==> src/rtl/rj45_led_pkg.sv <==
// ============================================================================
// rj45_led_pkg : shared mode encodings, FSM states and mode helper
// Revision     : 1.0
// ============================================================================
`default_nettype none

package rj45_led_pkg;

    localparam logic [1:0] MODE_STATIC = 2'b00;
    localparam logic [1:0] MODE_BLINK  = 2'b01;
    localparam logic [1:0] MODE_ANTI   = 2'b10;
    localparam logic [1:0] MODE_OFF    = 2'b11;

    localparam logic [1:0] ST_IDLE  = 2'b00;
    localparam logic [1:0] ST_SHIFT = 2'b01;
    localparam logic [1:0] ST_LATCH = 2'b10;

    function automatic logic apply_mode(input logic [1:0] mode, input logic val, input logic phase);
        logic r;
        case (mode)
            MODE_STATIC: r = val;
            MODE_BLINK:  r = val & phase;
            MODE_ANTI:   r = val & ~phase;
            default:     r = 1'b0;
        endcase
        return r;
    endfunction

endpackage

`default_nettype wire

==> src/rtl/rj45_led_serializer_pwm.sv <==
// ============================================================================
// led_pwm  : free-running 4-bit PWM counter driving the active-high blank line
// Revision : 1.0
// ============================================================================
`default_nettype none

module led_pwm (
    input  logic       clk,
    input  logic       rst,
    input  logic [3:0] brightness_i,
    output logic       blk_o
);

    logic [3:0] cnt_q;
    logic [3:0] cnt_d;
    logic       blk_q;

    assign cnt_d = cnt_q + 4'd1;

    // blk is registered against the count it will be shown alongside
    always_ff @(posedge clk) begin
        if (rst) begin
            cnt_q <= 4'd0;
            blk_q <= 1'b1;
        end else begin
            cnt_q <= cnt_d;
            blk_q <= (cnt_d >= brightness_i);
        end
    end

    assign blk_o = blk_q;

endmodule

`default_nettype wire

==> src/rtl/rj45_led_serializer.sv <==
// ============================================================================
// rj45_led_serializer : per-LED mode frame serialiser for the RJ45 LED chain
// Revision            : 1.0
// ============================================================================
`default_nettype none

module rj45_led_serializer
    import rj45_led_pkg::*;
#(
    parameter int N_LEDS    = 8,
    parameter int CLK_DIV   = 4,
    parameter int BLINK_DIV = 12_500_000
) (
    input  logic                  sys_clk,
    input  logic                  reset,
    input  logic [N_LEDS-1:0]     led_vals,
    input  logic [2*N_LEDS-1:0]   led_mode,
    input  logic [3:0]            brightness,
    input  logic                  write_request,
    output logic                  busy,
    output logic                  done,
    output logic                  rj45_led_sck,
    output logic                  rj45_led_sin,
    output logic                  rj45_led_lat,
    output logic                  rj45_led_blk
);

    localparam int DIV_W = (CLK_DIV > 1) ? $clog2(CLK_DIV) : 1;
    localparam int BIT_W = (N_LEDS > 1) ? $clog2(N_LEDS) : 1;
    localparam int BLK_W = $clog2(BLINK_DIV);

    localparam logic [DIV_W-1:0] C_DIV_LAST   = DIV_W'(CLK_DIV - 1);
    localparam logic [BIT_W-1:0] C_BIT_FIRST  = BIT_W'(N_LEDS - 1);
    localparam logic [BLK_W-1:0] C_BLINK_LAST = BLK_W'(BLINK_DIV - 1);

    logic [1:0]        state_q, state_d;
    logic [DIV_W-1:0]  div_q, div_d;
    logic [BIT_W-1:0]  bit_q, bit_d;
    logic              half_q, half_d;
    logic [N_LEDS-1:0] frame_q, frame_d;
    logic              pend_q, pend_d;
    logic              busy_q, busy_d;
    logic              done_q, done_d;
    logic              sck_q, sck_d;
    logic              sin_q, sin_d;
    logic              lat_q, lat_d;
    logic [BLK_W-1:0]  blink_cnt_q;
    logic              phase_q;
    logic              auto_q;

    logic              w_wrap;
    logic              w_any_blink;
    logic              w_req;
    logic [N_LEDS-1:0] w_eff;
    logic [N_LEDS-1:0] w_shifted;

    assign w_wrap    = (blink_cnt_q == C_BLINK_LAST);
    assign w_req     = write_request | auto_q;
    assign w_shifted = frame_q << 1;

    always_comb begin
        w_any_blink = 1'b0;
        w_eff       = '0;
        for (int i = 0; i < N_LEDS; i++) begin
            if (led_mode[2*i +: 2] == MODE_BLINK || led_mode[2*i +: 2] == MODE_ANTI)
                w_any_blink = 1'b1;
            w_eff[i] = apply_mode(led_mode[2*i +: 2], led_vals[i], phase_q);
        end
    end

    // Auto-request is registered so the snapshot sees the already-toggled phase
    always_ff @(posedge sys_clk) begin
        if (reset) begin
            blink_cnt_q <= '0;
            phase_q     <= 1'b0;
            auto_q      <= 1'b0;
        end else begin
            blink_cnt_q <= w_wrap ? '0 : blink_cnt_q + BLK_W'(1);
            if (w_wrap)
                phase_q <= ~phase_q;
            auto_q <= w_wrap & w_any_blink;
        end
    end

    always_comb begin
        state_d = state_q;
        div_d   = div_q;
        bit_d   = bit_q;
        half_d  = half_q;
        frame_d = frame_q;
        pend_d  = pend_q;
        busy_d  = busy_q;
        done_d  = 1'b0;
        sck_d   = sck_q;
        sin_d   = sin_q;
        lat_d   = lat_q;
        case (state_q)
            ST_IDLE: begin
                if (w_req || pend_q) begin
                    state_d = ST_SHIFT;
                    frame_d = w_eff;
                    sin_d   = w_eff[N_LEDS-1];
                    bit_d   = C_BIT_FIRST;
                    div_d   = '0;
                    half_d  = 1'b0;
                    busy_d  = 1'b1;
                    sck_d   = 1'b0;
                    pend_d  = 1'b0;
                end
            end
            ST_SHIFT: begin
                if (w_req)
                    pend_d = 1'b1;
                if (div_q == C_DIV_LAST) begin
                    div_d = '0;
                    if (!half_q) begin
                        half_d = 1'b1;
                        sck_d  = 1'b1;
                    end else begin
                        half_d = 1'b0;
                        sck_d  = 1'b0;
                        if (bit_q == '0) begin
                            state_d = ST_LATCH;
                            lat_d   = 1'b1;
                        end else begin
                            bit_d   = bit_q - BIT_W'(1);
                            frame_d = w_shifted;
                            sin_d   = w_shifted[N_LEDS-1];
                        end
                    end
                end else begin
                    div_d = div_q + DIV_W'(1);
                end
            end
            ST_LATCH: begin
                if (w_req)
                    pend_d = 1'b1;
                if (div_q == C_DIV_LAST) begin
                    div_d   = '0;
                    state_d = ST_IDLE;
                    lat_d   = 1'b0;
                    busy_d  = 1'b0;
                    done_d  = 1'b1;
                end else begin
                    div_d = div_q + DIV_W'(1);
                end
            end
            default: begin
                state_d = ST_IDLE;
            end
        endcase
    end

    always_ff @(posedge sys_clk) begin
        if (reset) begin
            state_q <= ST_IDLE;
            div_q   <= '0;
            bit_q   <= '0;
            half_q  <= 1'b0;
            frame_q <= '0;
            pend_q  <= 1'b0;
            busy_q  <= 1'b0;
            done_q  <= 1'b0;
            sck_q   <= 1'b0;
            sin_q   <= 1'b0;
            lat_q   <= 1'b0;
        end else begin
            state_q <= state_d;
            div_q   <= div_d;
            bit_q   <= bit_d;
            half_q  <= half_d;
            frame_q <= frame_d;
            pend_q  <= pend_d;
            busy_q  <= busy_d;
            done_q  <= done_d;
            sck_q   <= sck_d;
            sin_q   <= sin_d;
            lat_q   <= lat_d;
        end
    end

    led_pwm u_pwm (
        .clk          (sys_clk),
        .rst          (reset),
        .brightness_i (brightness),
        .blk_o        (rj45_led_blk)
    );

    assign busy         = busy_q;
    assign done         = done_q;
    assign rj45_led_sck = sck_q;
    assign rj45_led_sin = sin_q;
    assign rj45_led_lat = lat_q;

endmodule

`default_nettype wire
==> config.mk <==
export PLATFORM = sky130hd
export DESIGN_NAME = rj45_led_serializer
export DESIGN_NICKNAME = d
export VERILOG_FILES = /design/src/rtl/rj45_led_pkg.sv /design/src/rtl/rj45_led_serializer_pwm.sv /design/src/rtl/rj45_led_serializer.sv
export SDC_FILE = /design/constraint.sdc
export NUM_CORES = 1
export LEC_CHECK = 0
export ABC_AREA = 0
export BUFFER_PORTS_ARGS = -buffer_cell sky130_fd_sc_hd__clkbuf_2
export CAP_MARGIN = 20
export CORE_ASPECT_RATIO = 0.8
export CORE_MARGIN = 5
export CORE_UTILIZATION = 45
export DETAILED_ROUTE_END_ITERATION = 7
export PLACE_DENSITY = 0.67
export SKIP_CTS_REPAIR_TIMING = 1
export SYNTH_ARGS = -nofsm -noshare
export SYNTH_HDL_FRONTEND = slang
export SYNTH_SLANG_ARGS = --single-unit
==> constraint.sdc <==
create_clock -name sys_clk -period 1.57 [get_ports sys_clk]
set_input_delay 0.314 -clock sys_clk [delete_from_list [all_inputs] [get_ports sys_clk]]
set_output_delay 0.314 -clock sys_clk [all_outputs]
set_load 0.005 [all_outputs]
# Yosys cells after proc, flatten, opt, wreduce, memory -nomap -nowiden
# Index checks and enable logic that the tools add are counted.
# Widths: inputs -> output; s select.
[totals]
register_bits = 51
latchBits = 0
ramBits = 0
rom_bits = 0
inputBits = 31
mem_count = 0
[classes]
addsub = 4
multipliers = 0
div = 0
magnitude_cmp = 1
eq_ne = 27
n_shift = 0
mux = 54
bitwise_logic = 20
reduce_logical = 33
[ops]
columns = ["operator", "count"]
rows = [
  ["$mux 7", 4],
  ["$add 24x1->24 const B", 1],
  ["$eq 24x24->1 const B", 1],
  ["$pmux 1 s3", 8],
  ["$mux 1", 22],
  ["$eq 2x2->1 const B", 10],
  ["$eq 2x1->1 const B", 9],
  ["$logic_not 2->1", 9],
  ["$and 1x1->1", 17],
  ["$reduce_and 5->1", 3],
  ["$mux 2", 7],
  ["$pmux 7 s2", 1],
  ["$mux 3", 4],
  ["$ne 2x2->1 const B", 6],
  ["$pmux 1 s2", 5],
  ["$logic_or 1x1->1", 9],
  ["$reduce_and 3->1", 3],
  ["$reduce_bool 2->1", 4],
  ["$pmux 2 s3", 1],
  ["$pmux 3 s2", 1],
  ["$reduce_or 2->1", 3],
  ["$add 4x1->4 const B", 1],
  ["$ge 4x4->1", 1],
  ["$pmux 2 s2", 1],
  ["7 further kinds", 8],
]

# Depth between registers and ports, before layout
[logic_depth]
depth_word = 11
ltp_mapped = 8

# By module
# A second synthesis with hierarchy kept.
[hier_totals]
hier_cells = 337
area_unflattened_um2 = 2990.4
[by_module_without_submodules]
columns = ["module", "n_inst", "cells_each", "area_each_um2", "seq_area_each_um2"]
rows = [
  ["rj45_led_serializer", 1, 311, 2718.9, 920.9],
  ["led_pwm", 1, 26, 271.5, 100.1],
]

# Worst setup path after synthesis
# OpenSTA, ideal clock, no wires.
[synth_path]
path_kind = "register to register"
start = "register state_q[0]"
end = "register busy_q, in the netlist busy"
setup_ns = 0.128
t_arrival_ns = 1.554
required_time_ns = 1.442
slack_ns = -0.112
path_stages_with_launch = 8
path_buffers = 1
synth_period_minus_slack_ns = 1.682
cell_sequence = "dfxtp_1 inv_1 ha_1 or4b_1 clkbuf_1 a21oi_1 a2bb2oi_1 nor2_1"
[synth_via]
elab_chain_cells = 3
word_cells_on_any_way = 7
[synth_lines]
columns = ["item", "line", "rtl"]
rows = [
  ["start, declared", "rj45_led_serializer.sv:36", "logic [1:0] state_q, state_d;"],
  ["start signal, assigned", "rj45_led_serializer.sv:168", "state_q <= state_d;"],
  ["$eq 2x2->1 or $logic_not 2->1 (tied branches)", "rj45_led_serializer.sv:97", "case (state_q)"],
  ["$ne 2x2->1 (no line) or $reduce_bool 2->1 (tied branches)", "n/a", ""],
  ["$reduce_and 3->1 (no line)", "n/a", ""],
  ["end signal, assigned", "rj45_led_serializer.sv:174", "busy_q <= busy_d;"],
  ["end, declared", "rj45_led_serializer.sv:42", "logic busy_q, busy_d;"],
]
# Several ways; a longest one is shown, not always the timed one.
# A chain may end at the register's enable or synchronous reset.

# Worst setup path in the final report
[layout_path]
start = "register bit_q[0]"
end = "register frame_q[2]"
[layout_via]
elab_chain_cells = 3
[layout_lines]
columns = ["item", "line", "rtl"]
rows = [
  ["start, declared", "rj45_led_serializer.sv:38", "logic [BIT_W-1:0] bit_q, bit_d;"],
  ["start signal, assigned", "rj45_led_serializer.sv:170", "bit_q <= bit_d;"],
  ["$logic_not 3->1", "rj45_led_serializer.sv:122", "if (bit_q == '0) begin"],
  ["$ne 2x2->1 (no line)", "n/a", ""],
  ["$reduce_and 5->1 (no line)", "n/a", ""],
  ["end signal, assigned", "rj45_led_serializer.sv:172", "frame_q <= frame_d;"],
  ["end, declared", "rj45_led_serializer.sv:40", "logic [N_LEDS-1:0] frame_q, frame_d;"],
]
# Every way passes these cells.

==> flow_summary_export.csv <==
group,metric,value,unit
clock_network,worstSkewPairLatency,0.30,ns
sta,period_share,1.072,
critical_path,startpoint_type,"flip-flop",
drt,vias,2638,
power,ir_drop,0.5570,mV
floorplanning,dieWidth,101.2,um
place,place.gp.congestion,0.7555,
synthesis,synthCells,340,
sta,fmax,0.5940,GHz
synthesis,yosysWarnings,0,
synthesis,synth_top_area_frac,0.3407,
floorplanning,die_h,82.99,um
sta,fin_worst_skew,0.01170,ns
critical_path,critPathMaxFanout,7,
sta,tightest_slew,0.4700,ns
floorplanning,start_util,0.4652,
job,drv_cap,0,
grt,grt_use_total,0.1474,
clock_network,cts_tree,"done",
clock_network,clk_path_buf_depth,2,
place,io_buffers,36,
final_layout,n_antenna_cell,0,
grt,grt_max_degree,19,
floorplanning,io_pins,37,
sta,rsz0062_at_grt,"yes",
final_layout,fin_area,3935,um2
synthesis,yosys.cell_types.count,45,
power,p_per_area,1121,nW/um2
sta,timing.hold.ws,0.2800,ns
status,violations,"negative setup slack",
clock_network,root_buffer,"clkbuf_8",
hold_path,hp-class,"in2reg",
drt,drc,0,
critical_path,r2r_cells,8,
clock_network,clkTransAtPathRegs,0.09,ns
final_layout,utilization,0.6109,
final_layout,layoutNonFillerInstCount,506,
sta,finalHoldViolCount,0,
sta,fin_ws,-0.1136,ns
drt,drt_iter0_drc,90,
critical_path,cp.required,1.79,ns
hold_path,holdPathStages,3,
sta,drv_slew,0,
synthesis,netlist.top_cell.by_area,"dfxtp_1",
drt,via_per_inst,5.213,
grt,grt_pass1_wl,10560,um
synthesis,avgSynthCellArea,8.814,um2
status,status,"finished with violations",
drt,post_drt_wl_per_cell,12.75,um
synthesis,synth.most_common_cell,"dfxtp_1",
place,place_hpwl,4771,um
floorplanning,num_rows,26,
drt,drt_first_pass_iters,4,
grt,first_global_vias,2490,
place,place_inst,490,
sta,min_period,1.684,ns
synthesis,ys_ff_latch,51,
clock_network,cts-buffers-inserted,5,
clock_network,cts.sinks,51,
synthesis,synthArstFlopShare,0,
floorplanning,die_area,8401,um2
floorplanning,core,6441,um2
final_layout,drive_above_1_share,0.3270,
synthesis,synth_area_leaders,"dfxtp_1, ha_1, xor2_1",
grt,grt_overflow,0,
synthesis,synth_edf_count,0,
critical_path,cp.arrival,1.91,ns
final_layout,nets,490,
power,leakage,1.760,nW
synthesis,yosys_most_used_dff,"dfxtp_1",
critical_path,criticalPathCategory,"reg2reg",
sta,setup_viol,13,
final_layout,syn_to_final_growth,31.32,%
synthesis,seq_area_frac_synth,0.3407,
synthesis,synthTopCellsByCount,"dfxtp_1, ha_1, inv_1",
synthesis,synth.net_count,408,
sta,relSlewSlack,0.6862,
synthesis,syn-cell-area,2997,um2
drt,wl,6452,um
clock_network,htreeDepth,2,
critical_path,cp-end-kind,"flip-flop",
place,place_area,3581,um2
drt,ant_nets,0,
grt,antenna_found_initial,0,
per-layer routing:
metal	global-route usage	up-vias	wire, um
met4	0.04469	0	59
met2	0.2387	43	2985
li1	-	1362	-
met5	0	-	0
met1	0.1982	1229	3160
met3	0.02596	4	247
cells in the final DEF, fill, tap and decap left out, types with 3 or more instances in the layout:
cell type and instances:
dfxtp_1 42, a21oi_1 21, or4b_1 7, nor4_1 3, and4_1 5, nand3_1 13
and3_1 3, o21ai_0 16, dfxtp_2 8, nand2_1 11, or3_1 4, buf_4 47
nor2_1 28, a21o_1 3, a311oi_1 3, or4_1 3, nand2b_1 3, xnor2_1 10
ha_4 6, inv_1 27, xor2_1 14, a31oi_1 7, o21ai_1 4, clkbuf_2 36
clkbuf_8 5, nor2b_1 3, ha_1 29, nand4_1 8, and2_1 3, buf_6 3
cell type report:
class,instances,area [um2]
clock buffers,6,72.57
clock inverters,1,30.03
fillers,553,2506
inverters,31,121.4
multi-input cells,245,1964
flip-flops and latches,51,1035
well taps,84,105.1
repair buffers,88,606.8
registers in the layout (all words and copies together), names as in the netlist:
register	count
state_q	2
div_q	2
blink_cnt_q	24
frame_q	7
busy	1
u_pwm.cnt_q	4
u_pwm.blk_o	1
done	1
rj45_led_sck	1
bit_q	3
rj45_led_sin	1
auto_q	1
rj45_led_lat	1
phase_q	1
pend_q	1
power by group:
| part | leakage, nW | total [mW] | internal, mW | switching [mW] |
|---|---|---|---|---|
| Clock | 0.0513 | 0.881 | 0.468 | 0.413 |
| Sequential | 0.419 | 1.64 | 1.51 | 0.135 |
| Combinational | 1.29 | 1.89 | 0.992 | 0.893 |
critical path: stages (launching register included):
cell,delay (ns)
dfxtp_2,0.35
inv_2,0.05
ha_4,0.16
ha_4,0.14
nand4b_1,0.25
a21oi_4,0.26
buf_4,0.18
o21ai_0,0.07
a31oi_1,0.13
through the flow:
| step | total power [mW] | TNS [ns] | setup WS (ns) |
|---|---|---|---|
| after floorplan | 2.539 | -0.003141 | -0.003141 |
| after global placement | 3.071 | -0.2383 | -0.05181 |
| after detailed placement | 3.123 | -1.206 | -0.1190 |
| after CTS | 4.006 | -1.562 | -0.1593 |
| after global routing | 4.695 | -2.307 | -0.1994 |
| final | 4.410 | -1.057 | -0.1136 |
path summary, 6_finish.rpt:
kind / startpoint / endpoint / slack (ns)
setup reg to reg: bit_q[0] / frame_q[2] / -0.11
setup / recovery: bit_q[0] / frame_q[2] / -0.11
hold reg to reg: frame_q[6] / rj45_led_sin / 0.48
hold / removal: led_vals[0] / frame_q[0] / 0.28
logic make-up after synthesis:
family          count (synthesis)  synth area share
simple gates                  116            0.2376
compound gates                 67            0.1319
flops                          51            0.3407
buf+inv                        44           0.06179
fa+ha+maj                      37            0.1545
xor+xnor                       24           0.07015
mux                             1          0.003340
No activity file was read; power rests on OpenSTA's default activity.
